### src/rtl/window_feature_extractor_pkg.sv
// Shared types, constants and the square-root digit step for the window feature extractor.
package window_feature_extractor_pkg;

  localparam int WIN_LOG2   = 6;
  localparam int SAMPLE_W   = 16;
  localparam int SQRT_ITERS = 16;
  localparam int FEAT_W     = 32;
  localparam int ROOT_W     = FEAT_W / 2;
  localparam int REM_W      = ROOT_W + 2;

  typedef enum logic [2:0] {
    ST_ACCUM = 3'd0,
    ST_MEAN  = 3'd1,
    ST_VAR   = 3'd2,
    ST_SQRT  = 3'd3,
    ST_DONE  = 3'd4
  } state_t;

  typedef struct packed {
    logic [REM_W-1:0]  rem;
    logic [ROOT_W-1:0] root;
  } sqrt_step_t;

  // One restoring digit step: bring down a bit pair, try (root<<2)|1 against the remainder.
  function automatic sqrt_step_t isqrt_step(input logic [REM_W-1:0] rem,
                                            input logic [ROOT_W-1:0] root,
                                            input logic [1:0] pair);
    logic [REM_W+1:0] shifted;
    logic [REM_W+1:0] trial;
    sqrt_step_t       res;
    shifted = {rem, pair};
    trial   = {2'b00, root, 2'b01};
    if (shifted >= trial) begin
      res.rem  = REM_W'(shifted - trial);
      res.root = {root[ROOT_W-2:0], 1'b1};
    end else begin
      res.rem  = shifted[REM_W-1:0];
      res.root = {root[ROOT_W-2:0], 1'b0};
    end
    return res;
  endfunction

endpackage

### src/rtl/window_feature_extractor_isqrt.sv
// Bit-serial integer square root: one result bit per cycle, the first resolved on the start edge.
module isqrt_seq
  import window_feature_extractor_pkg::*;
(
  input  logic              clk,
  input  logic              reset_n,
  input  logic              start,
  input  logic [FEAT_W-1:0] radicand,
  output logic [ROOT_W-1:0] root,
  output logic              done
);

  localparam int CNT_W = $clog2(SQRT_ITERS + 1);

  logic [FEAT_W-1:0] x_r;
  logic [REM_W-1:0]  rem_r;
  logic [ROOT_W-1:0] root_r;
  logic [CNT_W-1:0]  iter_r;
  logic              busy_r;
  logic              done_r;
  sqrt_step_t        first_s;
  sqrt_step_t        next_s;

  assign first_s = isqrt_step({REM_W{1'b0}}, {ROOT_W{1'b0}}, radicand[FEAT_W-1:FEAT_W-2]);
  assign next_s  = isqrt_step(rem_r, root_r, x_r[FEAT_W-1:FEAT_W-2]);

  // Iteration state and registered done pulse after the last digit.
  always_ff @(posedge clk or negedge reset_n) begin
    if (!reset_n) begin
      x_r    <= {FEAT_W{1'b0}};
      rem_r  <= {REM_W{1'b0}};
      root_r <= {ROOT_W{1'b0}};
      iter_r <= {CNT_W{1'b0}};
      busy_r <= 1'b0;
      done_r <= 1'b0;
    end else if (start) begin
      x_r    <= {radicand[FEAT_W-3:0], 2'b00};
      rem_r  <= first_s.rem;
      root_r <= first_s.root;
      iter_r <= CNT_W'(SQRT_ITERS - 1);
      busy_r <= 1'b1;
      done_r <= 1'b0;
    end else if (busy_r) begin
      x_r    <= {x_r[FEAT_W-3:0], 2'b00};
      rem_r  <= next_s.rem;
      root_r <= next_s.root;
      iter_r <= iter_r - CNT_W'(1);
      busy_r <= (iter_r != CNT_W'(1));
      done_r <= (iter_r == CNT_W'(1));
    end else begin
      done_r <= 1'b0;
    end
  end

  assign root = root_r;
  assign done = done_r;

endmodule

### src/rtl/window_feature_extractor.sv
// Non-overlapping window mean / standard deviation over 2^WIN_LOG2 signed samples.
module window_feature_extractor
  import window_feature_extractor_pkg::*;
#(
  parameter int WIN_LOG2 = window_feature_extractor_pkg::WIN_LOG2,
  parameter int SAMPLE_W = window_feature_extractor_pkg::SAMPLE_W
) (
  input  logic                       clk,
  input  logic                       reset_n,
  input  logic                       sample_valid,
  input  logic signed [SAMPLE_W-1:0] sample_in,
  output logic                       sample_ready,
  output logic        [FEAT_W-1:0]   feature_mean,
  output logic        [FEAT_W-1:0]   feature_std,
  output logic                       feat_valid,
  output logic                       overrun
);

  localparam int SUM_W   = SAMPLE_W + WIN_LOG2;
  localparam int SUMSQ_W = 2 * SAMPLE_W - 2 + WIN_LOG2 + 1;
  localparam int SQ_W    = 2 * SAMPLE_W;
  localparam int DIFF_W  = FEAT_W + 1;

  state_t                      state_r;
  logic                        ready_r;
  logic [WIN_LOG2-1:0]         cnt_r;
  logic signed [SUM_W-1:0]     sum_r;
  logic [SUMSQ_W-1:0]          sumsq_r;
  logic signed [SAMPLE_W-1:0]  mean_r;
  logic [FEAT_W-1:0]           var_r;
  logic                        sqrt_start_r;
  logic [FEAT_W-1:0]           feature_mean_r;
  logic [FEAT_W-1:0]           feature_std_r;
  logic                        feat_valid_r;
  logic                        overrun_r;

  logic signed [SQ_W-1:0]      sq_s;
  logic signed [SQ_W-1:0]      msq_s;
  logic signed [DIFF_W-1:0]    diff_s;
  logic [FEAT_W-1:0]           var_s;
  logic [ROOT_W-1:0]           sqrt_root_s;
  logic                        sqrt_done_s;

  assign sq_s  = sample_in * sample_in;
  assign msq_s = mean_r * mean_r;

  // Variance from the mean square minus squared floor-mean; rounding can dip below zero.
  always_comb begin
    diff_s = $signed({{(DIFF_W - (SUMSQ_W - WIN_LOG2)){1'b0}}, sumsq_r[SUMSQ_W-1:WIN_LOG2]})
           - $signed({{(DIFF_W - SQ_W){msq_s[SQ_W-1]}}, msq_s});
    if (diff_s[DIFF_W-1]) begin
      var_s = {FEAT_W{1'b0}};
    end else begin
      var_s = diff_s[FEAT_W-1:0];
    end
  end

  isqrt_seq u_isqrt (
    .clk      (clk),
    .reset_n  (reset_n),
    .start    (sqrt_start_r),
    .radicand (var_r),
    .root     (sqrt_root_s),
    .done     (sqrt_done_s)
  );

  // Window sequencer: accumulate, reduce, launch the root, publish features.
  always_ff @(posedge clk or negedge reset_n) begin
    if (!reset_n) begin
      state_r        <= ST_ACCUM;
      ready_r        <= 1'b1;
      cnt_r          <= {WIN_LOG2{1'b0}};
      sum_r          <= {SUM_W{1'b0}};
      sumsq_r        <= {SUMSQ_W{1'b0}};
      mean_r         <= {SAMPLE_W{1'b0}};
      var_r          <= {FEAT_W{1'b0}};
      sqrt_start_r   <= 1'b0;
      feature_mean_r <= {FEAT_W{1'b0}};
      feature_std_r  <= {FEAT_W{1'b0}};
      feat_valid_r   <= 1'b0;
      overrun_r      <= 1'b0;
    end else begin
      feat_valid_r <= 1'b0;
      sqrt_start_r <= 1'b0;
      if (sample_valid && !ready_r) begin
        overrun_r <= 1'b1;
      end
      case (state_r)
        ST_ACCUM: begin
          if (sample_valid) begin
            sum_r   <= sum_r + {{WIN_LOG2{sample_in[SAMPLE_W-1]}}, sample_in};
            sumsq_r <= sumsq_r + {{(SUMSQ_W - SQ_W){1'b0}}, sq_s};
            cnt_r   <= cnt_r + WIN_LOG2'(1);
            if (cnt_r == {WIN_LOG2{1'b1}}) begin
              state_r <= ST_MEAN;
              ready_r <= 1'b0;
            end
          end
        end
        ST_MEAN: begin
          // Dropping the low WIN_LOG2 bits of a two's-complement sum floors toward -inf.
          mean_r  <= sum_r[SUM_W-1:WIN_LOG2];
          state_r <= ST_VAR;
        end
        ST_VAR: begin
          var_r        <= var_s;
          sqrt_start_r <= 1'b1;
          state_r      <= ST_SQRT;
        end
        ST_SQRT: begin
          if (sqrt_done_s) begin
            state_r <= ST_DONE;
          end
        end
        ST_DONE: begin
          feature_mean_r <= {{(FEAT_W - SAMPLE_W){mean_r[SAMPLE_W-1]}}, mean_r};
          feature_std_r  <= {{(FEAT_W - ROOT_W){1'b0}}, sqrt_root_s};
          feat_valid_r   <= 1'b1;
          cnt_r          <= {WIN_LOG2{1'b0}};
          sum_r          <= {SUM_W{1'b0}};
          sumsq_r        <= {SUMSQ_W{1'b0}};
          state_r        <= ST_ACCUM;
          ready_r        <= 1'b1;
        end
        default: begin
          state_r <= ST_ACCUM;
          ready_r <= 1'b1;
        end
      endcase
    end
  end

  assign sample_ready = ready_r;
  assign feature_mean = feature_mean_r;
  assign feature_std  = feature_std_r;
  assign feat_valid   = feat_valid_r;
  assign overrun      = overrun_r;

endmodule

### config.mk
export PLATFORM = sky130hd
export DESIGN_NAME = window_feature_extractor
export DESIGN_NICKNAME = d
export VERILOG_FILES = /design/src/rtl/window_feature_extractor_pkg.sv /design/src/rtl/window_feature_extractor_isqrt.sv /design/src/rtl/window_feature_extractor.sv
export SDC_FILE = /design/constraint.sdc
export NUM_CORES = 2
export LEC_CHECK = 0
export BUFFER_PORTS_ARGS = -buffer_cell sky130_fd_sc_hd__buf_2
export CORE_UTILIZATION = 50
export DETAILED_ROUTE_END_ITERATION = 7
export PLACE_DENSITY = 0.63
export RECOVER_POWER = 100
export SETUP_SLACK_MARGIN = 0.05
export SLEW_MARGIN = 20
export SYNTH_ARGS = -nofsm -noshare
export SYNTH_HDL_FRONTEND = slang
export SYNTH_HIERARCHICAL = 1
export SYNTH_SLANG_ARGS = --single-unit
### constraint.sdc
create_clock -name clk -period 8.9 [get_ports clk]
set_input_delay 1.335 -clock clk [delete_from_list [all_inputs] [get_ports clk]]
set_output_delay 1.335 -clock clk [all_outputs]
set_load 0.005 [all_outputs]
==> run summary <==
CP startpoint = sample_in[10]
Max-cap violations = 8
Finish-stage setup viols = 0
Worst EP required = 9.38 ns
Clk_skew = 0.0154 ns
Max stage delay on crit path = 0.53 ns
Worst-path clk slew = 0.06 ns
Final Hold Viols = 0
Yosys cell types = 86
Count leader, synth = inv_1
GP Congestion = 0.946
Pre-antenna DRT Iters = 5
H-tree depth = 1
Post-CTS Resized = 0
Vias = 22900
Row cnt = 92
Critical path class = primary input to flop
Startpoint types = primary input
DRT iter0 DRCs = 1259
Syn_area_per_cell = 9.40 um2
Ys async rst share = 1.00
Tot GR Track Use = 0.241
Status = complete, but fails checks
Fillers = 5676
Crit Path Max Fanout = 5
Area grow syn2layout = 6.25%
Cell area after placement = 0.0332 mm2
Full die area = 0.0651 mm2
Post CTS Setup Buffer Count = 0
Final cell area excluding filler cells = 0.0340 mm2
Die Wd = 255 um
Die height = 255 um
Post-synth EDFFs = 0
# IOs = 86
Num CTS Buffers = 27
Root buffer cell = clkbuf_16
Worst reg-to-reg setup slack = 0.71 ns
RSZ-0062 raised after global routing = no
Highest Clock Rate = 120 MHz
CTS sink cnt = 223
Reg2reg path depth = 20
Top FF cell, synth = dfrtp_1
Mapped cell area = 0.0320 mm2
Hold Crit Start = overrun$_DFFE_PN0P_
Layout Nets = 4244
Largest net degree at the start of global routing = 102
TNS Setup = 0 ns
CTS max path bufs = 3
CTS tree = done
Post-synthesis register bit count = 223
Layout cells sized above 1 = 0.0556
Most used cell, CP = fa_1
Hold WS = 0.462 ns
Area share of the leading cell type in the synthesized netlist = 0.327
Final Util = 0.539
# port buffers = 69
Worst Tran Pin Value = 5.70 ns
Vias in the first global route = 24500
Grt ovf = 0
Antenna Cells = 0
Post-DP HPWL = 60900 um
Setup crit end = sumsq_r[30]$_DFFE_PN0P_
Crit-path slowest cell = fa_1
Starting Density = 0.507
Routed vias/inst = 5.32
Synth cell count leaders = 702 x inv_1, 523 x fa_1, 380 x nand2_1
Core Area = 0.0632 mm2
Crit. End Element = flop
Clk_lat worst skew = 0.58 ns
Yosys warning count = 6
FF-to-FF End = var_r[3]$_DFFE_PN0P_
Synth Instances = 3408
DR DRC count = 0
Failing checks = max-capacitance violations, max-slew violations
Antenna violations before repair = 2
Seq/Total Area, Yosys = 0.174
CP Data Arrival Time = 8.80 ns
Routed WL per cell = 17.5 um
Global-route wire length before repair = 125000 um
Final WL = 75000 um
Fin crit period = 8.32 ns
Yosys top cell by area = fa_1
Top post-synthesis cells by area = fa_1 33%, dfrtp_1 17%, ha_1 11%
Crit share post-route = 0.935
Hold Crit Class = flop to flop
Max-slew violation count = 500
Hold buffers post-CTS = 0
Reg2reg start = mean_r[12]$_DFFE_PN0P_
Rel. slew slack = -2.80
Post-DRT Antenna Nets = 0
==> flip-flops by register name, indices dropped and copies added, names as in the netlist, 18 cells and up <==
register / cells
sum_r: 22
sumsq_r: 37
u_isqrt/rem_r: 18
u_isqrt/x_r: 30
var_r: 32
==> final cells by class <==
| cell class | count | area [um2] | area share |
|---|---|---|---|
| sequential | 223 | 5580 | 0.164 |
| timing repair buffer | 123 | 677 | 0.0199 |
| tap | 846 | 1060 | 0.0311 |
| inverter | 703 | 2640 | 0.0775 |
| clock inverter | 13 | 133 | 0.00390 |
| clock buffer | 37 | 763 | 0.0224 |
| multi-input combinational | 2355 | 23200 | 0.681 |
==> critical path, delay by kind of cell <==
family	cells	cell delay [ns]
AOI/OAI and AO/OA	11	2.04
xor gates and xnor gates	2	0.29
and+or+nand+nor	5	0.82
buffers and inverters	7	0.64
adders and majority gates	8	3.66
==> how the worst min path moves through the flow <==
stage | cells after the start | to | slack, ns
2_1_floorplan | 1 | sumsq_r[34]$_DFFE_PN0P_ | 0.44
3_3_place_gp | 1 | overrun$_DFFE_PN0P_ | 0.44
3_5_place_dp | 1 | overrun$_DFFE_PN0P_ | 0.45
4_1_cts | 1 | overrun$_DFFE_PN0P_ | 0.47
5_1_grt | 2 | feature_mean[3]$_DFFE_PN0P_ | 0.50
6_report | 1 | overrun$_DFFE_PN0P_ | 0.46
==> cells in the final DEF (no fill, tap or decap), types with 9 or more instances in the layout <==
cell       instances
a211o_1            9
a211oi_1          10
a21o_1            68
a21oi_1          109
a22o_1            42
a31oi_1           21
and2_1            67
and3_1            13
buf_2             31
buf_4             42
clkbuf_1          52
clkbuf_16         27
conb_1            16
dfrtp_1          222
fa_1             523
ha_1             269
inv_1            702
mux2_2            10
mux2i_1           48
nand2_1          379
nand2b_1          26
nand3_1           32
nand4_1           21
nor2_1           141
nor2b_1           33
nor3_1            17
nor3b_1           11
o211ai_1          10
o21a_1            15
o21ai_0          152
o21bai_1          16
o31ai_1            9
or3_1             10
xnor2_1          104
xor2_1            46
==> kinds of logic after synthesis <==
group                    after synthesis  synth area share
flip-flops                           223             0.174
multiplexers                          58            0.0185
AND/OR/NAND/NOR                      785             0.113
adder cells (fa/ha/maj)              792             0.432
buffers and inverters                845             0.105
XOR/XNOR                             150            0.0410
other                                  1          0.000117
AO/OA/AOI/OAI                        554             0.117
==> per-layer routing <==
| layer | global-route usage | vias to the layer above | wire length, um |
|---|---|---|---|
| met3 | 0.0186 | 115 | 2960 |
| met1 | 0.326 | 11500 | 33500 |
| li1 | - | 10800 | - |
| met2 | 0.416 | 476 | 36600 |
| met5 | 0 | - | 0 |
| met4 | 0.0645 | 0 | 1990 |
==> stage by stage <==
stage	setup WS, ns	cells
2_1_floorplan	0.372	3423
3_5_place_dp	-0.246	4250
5_1_grt	0.0375	4300
4_1_cts	0.340	4300
3_3_place_gp	0.0123	4250
6_report	0.577	4300
Power is left out: the tool's default activity adds up to more than one toggle a clock period on the data nets, which glitch-free logic cannot reach.
